==> src/rtl/lpif_tx_arbiter.sv <==
// LPIF transmit scheduler: packet-level TLP/DLLP arbitration into a single
// output register, with start/end lane markers, link gating and stall handshake.
module lpif_tx_arbiter #(
   parameter logic [3:0]  ACTIVE_ENC   = 4'h1,
   parameter int unsigned MAX_DLLP_RUN = 4
) (
   input  logic        Clk,
   input  logic        reset,
   input  logic        tlp_valid,
   input  logic [63:0] tlp_data,
   input  logic [7:0]  tlp_bvalid,
   input  logic        tlp_sop,
   input  logic        tlp_eop,
   output logic        tlp_ready,
   input  logic        dllp_valid,
   input  logic [63:0] dllp_data,
   input  logic [7:0]  dllp_bvalid,
   input  logic        dllp_sop,
   input  logic        dllp_eop,
   output logic        dllp_ready,
   input  logic        link_up,
   input  logic [3:0]  state_sts,
   input  logic        trdy,
   input  logic        stall_req,
   output logic [63:0] Data,
   output logic [7:0]  Valid,
   output logic        Irdy,
   output logic [8:0]  tlp_start,
   output logic [8:0]  tlp_end,
   output logic [8:0]  dllp_start,
   output logic [8:0]  dllp_end,
   output logic        stall_ack
);

   localparam logic [2:0] S_IDLE  = 3'd0;
   localparam logic [2:0] S_TLP   = 3'd1;
   localparam logic [2:0] S_DLLP  = 3'd2;
   localparam logic [2:0] S_FLUSH = 3'd3;
   localparam logic [2:0] S_STALL = 3'd4;

   logic [2:0]  state;
   logic [3:0]  cnt;
   logic        flush_tlp;
   logic        tx_ok, free, tlp_req, dllp_req, starve;
   logic        tlp_fire, dllp_fire, load, is_tlp;
   logic [63:0] src_data;
   logic [7:0]  src_bv;
   logic        src_sop, src_eop;
   logic [2:0]  hi_lane;
   logic [8:0]  start_mark, end_mark;

   assign tx_ok    = link_up && (state_sts == ACTIVE_ENC);
   assign free     = !Irdy || trdy;
   assign tlp_req  = tlp_valid && tlp_sop;
   assign dllp_req = dllp_valid && dllp_sop;
   assign starve   = tlp_req && (cnt >= 4'(MAX_DLLP_RUN));

   // Beats are only forwarded while tx_ok holds; once it drops the rest of
   // the packet is drained through FLUSH without touching the output register.
   assign tlp_ready  = ((state == S_TLP)  && tx_ok && free) || ((state == S_FLUSH) &&  flush_tlp);
   assign dllp_ready = ((state == S_DLLP) && tx_ok && free) || ((state == S_FLUSH) && !flush_tlp);
   assign tlp_fire   = tlp_valid  && tlp_ready;
   assign dllp_fire  = dllp_valid && dllp_ready;
   assign load       = ((state == S_TLP) && tlp_fire) || ((state == S_DLLP) && dllp_fire);

   assign is_tlp   = (state == S_TLP);
   assign src_data = is_tlp ? tlp_data   : dllp_data;
   assign src_bv   = is_tlp ? tlp_bvalid : dllp_bvalid;
   assign src_sop  = is_tlp ? tlp_sop    : dllp_sop;
   assign src_eop  = is_tlp ? tlp_eop    : dllp_eop;

   always_comb begin
      hi_lane = '0;
      for (int i = 0; i < 8; i++)
         if (src_bv[i]) hi_lane = 3'(i);
   end

   assign start_mark = src_sop ? 9'h001 : 9'h000;
   assign end_mark   = src_eop ? (9'h001 << hi_lane) : 9'h000;

   always_ff @(posedge Clk) begin
      if (!reset) begin
         state      <= S_IDLE;
         cnt        <= '0;
         flush_tlp  <= 1'b0;
         Data       <= '0;
         Valid      <= '0;
         Irdy       <= 1'b0;
         tlp_start  <= '0;
         tlp_end    <= '0;
         dllp_start <= '0;
         dllp_end   <= '0;
         stall_ack  <= 1'b0;
      end else begin
         if (load) begin
            Data       <= src_data;
            Valid      <= src_bv;
            Irdy       <= 1'b1;
            tlp_start  <= is_tlp ? start_mark : 9'h000;
            tlp_end    <= is_tlp ? end_mark   : 9'h000;
            dllp_start <= is_tlp ? 9'h000 : start_mark;
            dllp_end   <= is_tlp ? 9'h000 : end_mark;
         end else if (Irdy && trdy) begin
            Data       <= '0;
            Valid      <= '0;
            Irdy       <= 1'b0;
            tlp_start  <= '0;
            tlp_end    <= '0;
            dllp_start <= '0;
            dllp_end   <= '0;
         end

         // Acknowledge only after the last beat has left the register.
         stall_ack <= (state == S_STALL) && stall_req && !Irdy;

         case (state)
            S_IDLE: begin
               if (stall_req)
                  state <= S_STALL;
               else if (tx_ok) begin
                  if (dllp_req && !starve) begin
                     state <= S_DLLP;
                     if (tlp_req && cnt != 4'hF) cnt <= cnt + 4'd1;
                  end else if (tlp_req) begin
                     state <= S_TLP;
                     cnt   <= '0;
                  end
               end
            end
            S_TLP: begin
               if (!tx_ok) begin
                  state     <= S_FLUSH;
                  flush_tlp <= 1'b1;
               end else if (tlp_fire && tlp_eop)
                  state <= S_IDLE;
            end
            S_DLLP: begin
               if (!tx_ok) begin
                  state     <= S_FLUSH;
                  flush_tlp <= 1'b0;
               end else if (dllp_fire && dllp_eop)
                  state <= S_IDLE;
            end
            S_FLUSH: begin
               if ((flush_tlp && tlp_fire && tlp_eop) || (!flush_tlp && dllp_fire && dllp_eop))
                  state <= S_IDLE;
            end
            S_STALL: begin
               if (!stall_req) state <= S_IDLE;
            end
            default: state <= S_IDLE;
         endcase
      end
   end

endmodule
==> config.mk <==
export PLATFORM = sky130hd
export DESIGN_NAME = lpif_tx_arbiter
export DESIGN_NICKNAME = d
export VERILOG_FILES = /design/src/rtl/lpif_tx_arbiter.sv
export SDC_FILE = /design/constraint.sdc
export NUM_CORES = 1
export LEC_CHECK = 0
export CAP_MARGIN = 20
export CORE_UTILIZATION = 41
export CTS_CLUSTER_SIZE = 40
export DETAILED_ROUTE_END_ITERATION = 7
export PLACE_DENSITY = 0.87
export SYNTH_ARGS = -nofsm -noshare
export SYNTH_HDL_FRONTEND = slang
export SYNTH_SLANG_ARGS = --single-unit
==> constraint.sdc <==
create_clock -name Clk -period 3.3 [get_ports Clk]
set_input_delay 0.66 -clock Clk [delete_from_list [all_inputs] [get_ports Clk]]
set_output_delay 0.66 -clock Clk [all_outputs]
set_load 0.02 [all_outputs]
Yosys cells after proc, flatten, opt, wreduce, memory -nomap -nowiden
Index checks and enable logic that the tools add are counted.
{"block": "classes", "add_sub_neg": 1, "magnitude_cmp": 1, "eq_ne": 15, "n_shift": 1, "mux": 45, "bitwise": 1, "reduce_logical": 40}
{"cell": "$mux W64", "count": 3}
{"cell": "$mux W9", "count": 8}
{"cell": "$mux W3", "count": 16}
{"cell": "$logic_and A1 B1 Y1", "count": 25}
{"cell": "$mux W8", "count": 3}
{"cell": "$pmux W3 S5", "count": 1}
{"cell": "$mux W4", "count": 3}
{"cell": "$mux W1", "count": 10}
{"cell": "$shl A1 B3 Y9 const A", "count": 1}
{"cell": "$ne A4 B4 Y1 const B", "count": 2}
{"cell": "$eq A3 B2 Y1 const B", "count": 2}
{"cell": "$ne A2 B2 Y1 const B", "count": 3}
{"cell": "$ne A3 B2 Y1 const B", "count": 2}
{"cell": "$reduce_and A6 Y1", "count": 1}
{"cell": "$reduce_bool A2 Y1", "count": 3}
{"cell": "$logic_or A1 B1 Y1", "count": 5}
{"cell": "$reduce_and A5 Y1", "count": 1}
{"cell": "$add A4 B1 Y4 const B", "count": 1}
{"cell": "$eq A4 B1 Y1 const B", "count": 1}
{"cell": "$ge A4 B3 Y1 const B", "count": 1}
{"cell": "$ne A2 B1 Y1 const B", "count": 2}
{"cell": "$eq A3 B1 Y1 const B", "count": 1}
{"cell": "$eq A3 B3 Y1 const B", "count": 1}
{"cell": "$logic_not A1 Y1", "count": 3}
{"cell": "5 further kinds", "count": 5}
{"block": "word_totals", "regBits": 118, "inputBits": 159, "word_cells": 115}

Depth between registers and ports, before layout
{"block": "depth", "depth_word": 13, "mapped_depth": 9, "mapped_depth_nobuf": 5}

Worst setup path after synthesis
No wires, ideal clock.
{"block": "synth_timing", "path_type": "input to output", "start": "input state_sts[2]", "end": "output dllp_ready", "arrival_ns": 1.763, "slack_ns": 0.877, "path_stages": 5, "cell_sequence": "nand4bb_1 -> buf_2 -> nor2_1 -> nand2_1 -> o21ai_0"}
{"block": "synth_via", "elab_chain_len": 5}
{"item": "start, declared", "line": "22", "text": "input logic [3:0] state_sts,"}
{"item": "$eq A4 B1 Y1", "line": "52", "text": "assign tx_ok = link_up && (state_sts == ACTIVE_ENC);"}
{"item": "$logic_and A1 B1 Y1", "line": "52"}
{"item": "$logic_and A1 B1 Y1 (2 in a row)", "line": "61", "text": "assign dllp_ready = ((state == S_DLLP) && tx_ok && free) || ((state == S_FLUSH) && !flush_tlp);"}
{"item": "$logic_or A1 B1 Y1", "line": "61"}
{"item": "end, declared", "line": "20", "text": "output logic dllp_ready,"}
No other way between the ends.

Worst setup path after layout
{"block": "layout_timing", "start": "input state_sts[0]", "end": "output tlp_ready"}
{"block": "layout_via", "elab_chain_len": 5}
{"item": "$eq A4 B1 Y1", "line": "52"}
{"item": "$logic_and A1 B1 Y1", "line": "52"}
{"item": "$logic_and A1 B1 Y1 (2 in a row)", "line": "60", "text": "assign tlp_ready = ((state == S_TLP) && tx_ok && free) || ((state == S_FLUSH) && flush_tlp);"}
{"item": "$logic_or A1 B1 Y1", "line": "60"}
{"item": "end, declared", "line": "14", "text": "output logic tlp_ready,"}
No other way between the ends.

==> reports/metrics.csv <==
stage,metric,value,unit
run_status,status,finished clean,
worst_setup_path,crit_chain,clkdlybuf4s50_1 -> nand4bb_1 -> nor2_1 -> nand2_1 -> o21ai_0 -> clkdlybuf4s50_1,
detailed_routing,via_per_inst,5.69,
place,dp_hpwl,11.4,mm
floorplan,rows,38,
synthesis,synthTopCellsByCount,"dfxtp_1 (100), nor2b_1 (67), a222oi_1 (65), nand2_1 (28), clkbuf_1 (26)",
synthesis,yosysMostFrequentCell,dfxtp_1,
clock_tree,ctsHtreeMaxLevel,3,
clock_tree,clk_pin_slew_worst_paths,0.09,ns
detailed_routing,vias,4835,
synthesis,synthFlopType,dfxtp_1,
clock_tree,clkLatencyLatePin,0.37,ns
sta,timing.hold.ws,0.468,ns
sta,grt_setup_unrepaired,false,
pwr,seqPwrFrac,48.1,%
sta,finalCritPeriodShare,91.7,%
global_routing,grt_max_degree,64,
cells_and_area,finalNetCount,865,
pwr,p_leak,2.62,nW
clock_tree,tritoncts,done,
pwr,p_switching,0.696,mW
pwr,sw_frac_of_total,26.5,%
worst_setup_path,cp_max_fo,2,
place,gp_congestion,0.833,
clock_tree,cts_buffer_depth,2,
detailed_routing,routed_wl,15.6,mm
worst_setup_path,worst_r2r_endpoint,tlp_end[2],
worst_setup_path,crit_path_frequent_cell,clkdlybuf4s50_1,
pwr,p_int,1.93,mW
global_routing,antenna_found_initial,0,
synthesis,netlist.area_leader.share,43.8,%
floorplan,start_util,42.1,%
synthesis,synth_seq_area_share,43.8,%
detailed_routing,ant_nets,0,
pwr,pwr-share-comb,19.9,%
pwr,total_power,2.62,mW
floorplan,die_area,11600,sq um
clock_tree,cts-root-buf,clkbuf_8,
floorplan,die_w,108,um
worst_setup_path,path_class,in2out,
clock_tree,cts.sinks,100,
min_path,hold_class,reg2reg,
clock_tree,numCtsBuffers,9,
clock_tree,hold_buffers,0,
worst_setup_path,start_kind,input pin,
worst_setup_path,end_kind,primary output,
synthesis,synth_cells,477,
min_path,worstHoldStart,dllp_end[4],
synthesis,synth_area,4570,sq um
min_path,whs_path_depth,2,
synthesis,ys_types,59,
detailed_routing,route.detailed.drc,0,
worst_setup_path,r2r_cells,5,
cells_and_area,drive_gt1_share,6.34,%
synthesis,yosys_warnings,0,
sta,tns,0,ns
global_routing,grt_pass1_vias,4792,
clock_tree,cts_resized,0,
global_routing,gr-total-overflow,0,
floorplan,num_io_pins,271,
global_routing,grt_use_total,26.2,%
cells_and_area,diodes,0,
synthesis,ys_async_sr_fraction,0,%
synthesis,ys_ff_latch,100,
clock_tree,post_cts_buffers,0,
worst_setup_path,arrival,2.37,ns
sta,drv_slew,0,
worst_setup_path,timing.rr.start,state[0],
sta,skew,0.0116,ns
pwr,pwr-share-clk,32.0,%
synthesis,synth_top_cell_by_area,dfxtp_1,
detailed_routing,routedWlPerCell,18.4,um
sta,fmax,330,MHz
synthesis,avgSynthCellArea,9.58,sq um
detailed_routing,first_pass_iters,5,
synthesis,synth_edf_count,0,
sta,setup-violations-final,0,
min_path,holdPathEnd,dllp_end[4],
sta,hold_viol,0,
cells_and_area,area_delta_synth_final,60.1,%
sta,slew_headroom,36.9,%
worst_setup_path,reg2reg_slack,0.86,ns
place,io_buffer_count,252,
sta,worst_pin_slew,0.946,ns
pwr,powerDensity,359,nW/um^2
worst_setup_path,crit_required,2.64,ns
floorplan,fp.coreArea,10800,sq um
sta,fin_crit,3.03,ns
global_routing,grt_pass1_wl,23.6,mm
flow_run,maxCapViolCount,0,
floorplan,die_y,108,um
detailed_routing,drtIter0Drc,533,
synthesis,ys_top_cells_by_area,"dfxtp_1 (44%), a222oi_1 (14%), nor2b_1 (9.2%)",
worst_setup_path,crit_slowest_cell,clkdlybuf4s50_1,
worst_setup_path,critPathMaxStageDelay,0.65,ns
pwr,ir_drop,0.240,mV
-- kinds of logic (layout without fill, tap and decap cells) --
family / count (synthesis) / count (layout) / share of synthesized area [%]
simple gates: 176 / 176 / 22.9
compound gates: 131 / 131 / 24.8
flops: 100 / 100 / 43.8
buf+inv: 67 / 283 / 7.89
fa+ha+maj: 1 / 1 / 0.274
other cells: 1 / 18 / 0.0821
mux: 1 / 1 / 0.301
-- worst max-delay path: cells and delay by family --
kind	cells	cell delay, ns
and+or+nand+nor	3	0.40
buffers and inverters	2	1.11
AOI/OAI and AO/OA	1	0.20
-- through the flow --
| stage | utilization (%) | area (sq um) | setup slack, ns | std cells |
|---|---|---|---|---|
| finish | 67.5 | 7310 | 0.273 | 850 |
| global route | 67.5 | 7310 | 0.199 | 850 |
| floorplan | - | 4630 | 0.877 | 494 |
| global placement | 65.5 | 7100 | 0.357 | 834 |
| detailed placement | 65.5 | 7100 | 0.278 | 834 |
| CTS | 67.5 | 7310 | 0.274 | 850 |
-- worst max path at each step --
stage	startpoint	endpoint	slack, ns	cells after the start
after floorplan	state_sts[2]	dllp_ready	0.88	5
after global placement	state_sts[2]	dllp_ready	0.36	6
after detailed placement	state_sts[2]	tlp_ready	0.28	6
after CTS	state_sts[2]	tlp_ready	0.27	6
after global routing	state_sts[2]	tlp_ready	0.20	6
final	state_sts[0]	tlp_ready	0.27	6
-- state kept, by name, indices dropped and copies added (netlist names) --
name,cells
Data,64
Valid,8
dllp_end,8
tlp_end,8
cnt,4
state,3
Irdy,1
dllp_start,1
flush_tlp,1
stall_ack,1
tlp_start,1
-- cell type report --
class                      instances  area [sq um]
tap                              140           175
multi-input combinational        327          2280
fill                             832          3530
clock inverter                     3          43.8
timing repair buffer             263          2630
sequential                       100          2000
clock buffer                      13           169
inverter                           4          15.0
-- power groups by stage --
stage               clock (mW)  sequential, mW  combinational (mW)
finish                   0.840            1.26               0.523
CTS                      0.858            1.26               0.520
global placement             0            1.28               0.507
global route             0.911            1.27               0.566
floorplan                    0            1.27               0.299
detailed placement           0            1.29               0.518
-- per-layer routing --
layer	share of wire, %	vias to the layer above	GRT usage, %	wire, um
li1	-	2235	-	-
met1	39	2342	29.3	6060
met2	50	214	45.2	7840
met3	7.4	44	7.20	1150
met4	3.7	0	13.4	583
met5	0	-	0	0
-- layout by cell type, fill, tap and decap left out, drive strengths merged, types with 5 or more instances in the layout --
cell / count
o21a: 9
dfxtp: 100
a21boi: 7
nor2: 19
clkbuf: 13
and2: 5
nor2b: 67
buf: 12
nand3: 8
a21oi: 12
nand2: 28
and3: 13
conb: 18
a222oi: 65
o21ai: 7
nor3: 6
clkdlybuf4s50: 251
No activity file was read; power rests on OpenSTA's default activity.
